$ cat config.mk
export PLATFORM = sky130hd
export DESIGN_NAME = lru_state_array
export DESIGN_NICKNAME = d
export VERILOG_FILES = /design/src/rtl/lru_state_array.sv
export SDC_FILE = /design/constraint.sdc
export NUM_CORES = 1
export LEC_CHECK = 0
export CORE_MARGIN = 2
export CORE_UTILIZATION = 35
export DETAILED_ROUTE_END_ITERATION = 8
export PLACE_DENSITY_LB_ADDON = 0.05
export SETUP_SLACK_MARGIN = 0.02
export SLEW_MARGIN = 30
export SYNTH_ARGS = -nofsm -noshare
export SYNTH_HDL_FRONTEND = slang
export SYNTH_SLANG_ARGS = --single-unit
$ cat constraint.sdc
create_clock -name clk_i -period 3.6 [get_ports clk_i]
set_clock_uncertainty 0.1 [all_clocks]
set_input_delay 0.54 -clock clk_i [delete_from_list [all_inputs] [get_ports clk_i]]
set_output_delay 0.54 -clock clk_i [all_outputs]
set_load 0.005 [all_outputs]
$ cat src/rtl/lru_state_array.sv
// Per-set pseudo-LRU state storage with a clear sweep after reset and on flush.
// Optional macro LRU_STATE_BYPASS_EN enables write-first forwarding on a same-set read/write.
module lru_state_array #(
   parameter int NUM_SETS = 16,
   parameter int STATE_W  = 1,
   localparam int SET_W   = $clog2(NUM_SETS)
) (
   input  logic               clk_i,
   input  logic               rst_ni,
   input  logic               flush_i,
   output logic               init_busy_o,
   input  logic               rd_valid_i,
   output logic               rd_ready_o,
   input  logic [SET_W-1:0]   rd_set_i,
   output logic               rd_rvalid_o,
   output logic [STATE_W-1:0] rd_state_o,
   input  logic               wr_valid_i,
   input  logic [SET_W-1:0]   wr_set_i,
   input  logic [STATE_W-1:0] wr_state_i
);

   typedef enum logic {S_INIT, S_RUN} state_t;

   localparam logic [SET_W-1:0] LAST_SET = SET_W'(NUM_SETS - 1);

   state_t             state;
   logic [SET_W-1:0]   sweep_cnt;
   logic [STATE_W-1:0] mem [NUM_SETS];
   logic               hazard;
   logic               rd_accept;
   logic [STATE_W-1:0] rd_data_next;

   assign hazard = wr_valid_i && rd_valid_i && (wr_set_i == rd_set_i);

`ifdef LRU_STATE_BYPASS_EN
   assign rd_ready_o   = (state == S_RUN) && !flush_i;
   assign rd_data_next = hazard ? wr_state_i : mem[rd_set_i];
`else
   // Without forwarding, a same-set hazard stalls the read one cycle so it sees the new value.
   assign rd_ready_o   = (state == S_RUN) && !flush_i && !hazard;
   assign rd_data_next = mem[rd_set_i];
`endif

   assign rd_accept = rd_valid_i && rd_ready_o;

   // Storage has no reset; the sweep clears it, and writes arriving with a flush are dropped.
   always_ff @(posedge clk_i) begin
      if (state == S_INIT) begin
         mem[sweep_cnt] <= '0;
      end else if (wr_valid_i && !flush_i) begin
         mem[wr_set_i] <= wr_state_i;
      end
   end

   always_ff @(posedge clk_i or negedge rst_ni) begin
      if (!rst_ni) begin
         state       <= S_INIT;
         sweep_cnt   <= '0;
         init_busy_o <= 1'b1;
         rd_rvalid_o <= 1'b0;
         rd_state_o  <= '0;
      end else begin
         rd_rvalid_o <= rd_accept;
         if (rd_accept) begin
            rd_state_o <= rd_data_next;
         end
         case (state)
            S_INIT: begin
               sweep_cnt <= sweep_cnt + 1'b1;
               if (sweep_cnt == LAST_SET) begin
                  state       <= S_RUN;
                  init_busy_o <= 1'b0;
               end
            end
            S_RUN: begin
               if (flush_i) begin
                  state       <= S_INIT;
                  sweep_cnt   <= '0;
                  init_busy_o <= 1'b1;
               end
            end
         endcase
      end
   end

endmodule

# ---- Word-level counts from Yosys, hierarchy flattened
# Memories as Yosys holds them, arrays and structs flattened. A register that Yosys moved wholly into a read port is not among the register bits.
# Cells that the tools add are included.
dict set report totals {
  inputBits 14
  wordCells 37
  ramBits 16
  register_bits 7
  n_memories 1
  out_inout_bits 4
}
dict set report op_classes {
  reduce_logical 11
  n_eq_ne 4
  n_bitwise 1
  add_sub_neg 1
  muxes 15
}
# memory words width rd rd_ports_with_merged_regs wr line_no
set mem_list {}
lappend mem_list {mem 16 1 1 1 1 28} ;# logic [STATE_W-1:0] mem [NUM_SETS];
# op count
set ops {}
lappend ops {{1-bit 2-to-1 mux} 10}
lappend ops {{4-bit 2-to-1 mux} 2}
lappend ops {{4-bit one-hot mux with 2 select lines} 1}
lappend ops {{1-bit logical AND} 6}
lappend ops {{4-bit by 1-bit adder with 4-bit output, second input constant} 1}
lappend ops {{4-bit equality test} 1}
lappend ops {{4-bit equality test, second input constant} 1}
lappend ops {{1-bit one-hot mux with 2 select lines} 2}
lappend ops {{1-bit logical NOT} 3}
lappend ops {{2-bit by 1-bit inequality test with 1-bit output, second input constant} 1}
lappend ops {{2-bit inequality test, second input constant} 1}
lappend ops {{2-bit AND reduction} 1}
lappend ops {{1-bit inverter} 1}
lappend ops {{1-bit OR reduction} 1}

# ---- Logic depth before layout (Yosys ltp)
dict set report depth {
  depth_word 7
  ltp_mapped 5
  mapped_depth_nobuf 4
}

# ---- Worst setup path after synthesis
# Ideal clock, no wire load.
dict set report synth_timing {
  path_kind {input port to output port}
  startpoint {input rd_set_i[2]}
  endpoint {output rd_ready_o}
  stages 5
  n_path_buf 1
  t_required_ps 2960
  setup_slack_ps 1702
  t_arrival_ps 1258
  path_cell_list {buf_2 xor2_1 nor3_1 and3_1 a21oi_1}
}
dict set report synth_via {
  elab_chain_cells 4
}
# element line_no
set synth_rtl {}
lappend synth_rtl {{start, declared} 14} ;# input logic [SET_W-1:0] rd_set_i,
lappend synth_rtl {{4-bit equality test} 33} ;# assign hazard = wr_valid_i && rd_valid_i && (wr_set_i == rd_set_i);
lappend synth_rtl {{1-bit logical AND} 33}
lappend synth_rtl {{1-bit logical NOT} 40} ;# assign rd_ready_o = (state == S_RUN) && !flush_i && !hazard;
lappend synth_rtl {{1-bit logical AND} 40}
lappend synth_rtl {{end, declared} 13} ;# output logic rd_ready_o,
# No other way between the ends.

# ---- Worst setup path in the final report
dict set report layout_timing {
  startpoint {input rd_set_i[1]}
  endpoint {output rd_ready_o}
}
# Same word-level chain as after synthesis.

==> qor.txt <==
Run status = finished clean
Fin crit period = 2932 ps
Post-Syn Instances = 111
Netlist cell types = 31
Clk network pwr share = 21.1%
Crit path required time = 2960 ps
Fmax = 341.1 MHz
Slew margin rel. = 65.77%
Top-count cell post-synth = nor2_1
Worst path cell trace = clkdlybuf4s50_1 > xor2_1 > nor3_1 > and3_1 > a21oi_1 > clkdlybuf4s50_1
Net switching power = 323.1 uW
Maximum fanout along the worst path = 6
Most common flop cell mapped by yosys = edfxtp_1
Post-cts resize count = 0
Final GP Congestion = 0.7683
Post-synthesis mux area share = 9.110%
Area leader, netlist = edfxtp_1
Tcrit/Tclk final = 81.44%
Die height = 63.10 microns
Die W = 63.10 microns
Initial Utilization = 36.63%
CP delay by family, top = buffers and inverters
Ant diodes = 0
CP startpoint kind = primary input
Vias = 866
Asr flop ratio synth = 33.33%
VDD IR max = 0.2561 mV
Synthesis-to-layout area growth = 20.68%
Mean Syn Cell Area = 11.01 sq um
Main combinational cell family by area after synthesis = simple AND/OR/NAND/NOR gates
Die area = 3982 sq um
WL final = 2480 microns
Share of cells above drive strength 1 = 9.449%
Vias in the first global route = 828
Cell Pwr Density = 637.9 nW/um^2
Largest net degree at the start of global routing = 17
Synth warn = 0
Antenna violations before repair = 0
WS Path Type = in -> out
Slowest CP cell = clkdlybuf4s50_1
GRT met2 Usage = 20.35%
XOR/XNOR Fraction of Synth Area = 4.299%
WL/cell = 14.34 microns
Vias per cell = 5.006
Clock Latency Late Sink = 320 ps
Most frequent CP cell = clkdlybuf4s50_1
Final hold vios = 0
Post-Syn Area = 1222 sq um
Detailed Place HPWL = 1891 microns
First-pass GRT wire length = 4257 microns
Final nets = 143
Register area share after synthesis = 55.78%
Clock root buffer = clkbuf_4
Core area = 3337 sq um
Rows = 21
Synth Register Bits = 24
CTS tree = done
P_int = 618.0 uW
Crit. End Element = output port
Slew Limit Fails = 0
Pre-antenna DRT Iters = 4
Place WS = 647.2 ps
Residual DRC = 0
Switching fraction of total power = 34.33%
Worst hold-check path type = in -> async
Post-synth top cells = 23 x nor2_1, 16 x edfxtp_1, 7 x dfrtp_1
Syn_nets = 126
Final setup fails = 0
Sequential share of power = 46.6%
Synth Area in Simple Gates = 16.48%
Post-synthesis compound-gate area fraction = 9.519%
Deepest clock path buffer count = 2
Tot GR Track Use = 13.88%
Setup TNS = 0 ps
Post-synth EDFFs = 16
Global-route met1 utilization = 20.02%
Met3 Usage GRT = 2.679%
CTS sink cnt = 24
PortBufs = 17
H-tree depth = 1
Post-synth top area share = 39.30%
Global route overflow = 0
Final WS setup = 668.1 ps
Crit path DAT = 2290 ps
Synth area leaders = edfxtp_1 39%, dfrtp_1 14%, nor2_1 7.1%
Reg clk slew, reported paths = 130 ps
CTS hold repair buffers = 0
IO Count = 18
Gr busiest metal = met2
Logic pwr share = 32.3%
Pin slew with the least headroom to its limit = 513.4 ps
Synth Area in Adders = 1.024%
RSZ-0062 raised after global routing = false
ANT nets after route = 0
CP max stage delay = 640 ps
Post-CTS setup buffers = 0
LEAKAGE = 0.0005522 uW
Initial DRC count = 23
Buf/Inv on CP = 2
Max Cap Violations = 0
TritonCTS buffer count = 3
-- cell type report --
| type | count | area [sq um] |
|---|---|---|
| fillers | 338 | 1862 |
| flip-flops and latches | 24 | 681.9 |
| multi-input cells | 77 | 494.2 |
| repair buffers | 17 | 170.2 |
| well taps | 46 | 57.56 |
| clock inverters | 1 | 30.03 |
| clock buffers | 3 | 22.52 |
| inverters | 5 | 18.77 |
-- cells by family after synthesis --
logic type                 after synthesis
AOI/OAI and AO/OA                       19
xor gates and xnor gates                 6
adders and majority gates                1
buffers and inverters                   10
DFF                                     24
muxes                                    7
and+or+nand+nor                         44
-- worst paths after layout --
check / slack [ps] / from / cells past startpoint / end
worst max-delay path: 670 / rd_set_i[1] / 6 / rd_ready_o
worst min register to register: 410 / init_busy_o$_DFFE_PN1P_ / 2 / init_busy_o$_DFFE_PN1P_
worst min-delay path: 390 / rst_ni / 1 / sweep_cnt[2]$_DFFE_PN0P_
worst max register to register: 1680 / state$_DFF_PN0_ / 4 / mem[2]$_DFFE_PP_
max in group asynchronous: 2700 / rst_ni / 1 / init_busy_o$_DFFE_PN1P_
min in group clk_i: 410 / init_busy_o$_DFFE_PN1P_ / 2 / init_busy_o$_DFFE_PN1P_
-- layer usage --
metal | wire length (microns) | share of wire [%]
met1 | 1266 | 51
met2 | 1098 | 44
met3 | 78 | 3.1
met4 | 37 | 1.5
met5 | 0 | 0
-- layout by cell type, fill, tap and decap left out, types with 2 or more instances in the layout --
cell / instances
a21oi_1: 4
a31oi_1: 4
and3_1: 2
clkbuf_4: 3
clkdlybuf4s50_1: 17
dfrtp_1: 7
edfxtp_1: 16
inv_1: 5
mux2_2: 3
mux4_2: 3
nand2_1: 6
nand2b_1: 2
nand3_1: 3
nand3b_1: 2
nor2_1: 23
nor3_1: 3
nor3b_1: 2
o21ai_1: 4
o22ai_1: 2
xnor2_1: 2
xor2_1: 4
-- state kept, by name (all words and copies together) (netlist names) --
| signal | count |
|---|---|
| mem | 16 |
| sweep_cnt | 4 |
| init_busy_o | 1 |
| rd_rvalid_o | 1 |
| rd_state_o | 1 |
| state | 1 |
-- through the flow --
stage | util (%) | power [uW] | cell area, sq um | hold WS, ps | std cells
finish | 44.21 | 941.1 | 1475 | 390.2 | 173
global route | 44.21 | 1006 | 1475 | 400.5 | 173
CTS | 44.21 | 946.1 | 1475 | 394.3 | 173
detailed placement | 42.63 | 750.6 | 1423 | 393.2 | 169
global placement | 42.63 | 740.6 | 1423 | 385.7 | 169
floorplan | - | 643.4 | 1222 | 144.4 | 111
-- power by group through the flow --
stage                     registers [uW]  logic, uW  clock network, uW
after floorplan                      403        241                  0
after global placement               440        301                  0
after detailed placement             444        307                  0
after CTS                            437        308                201
after global routing                 449        342                215
final                                438        304                199
No activity file was read; power rests on OpenSTA's default activity.
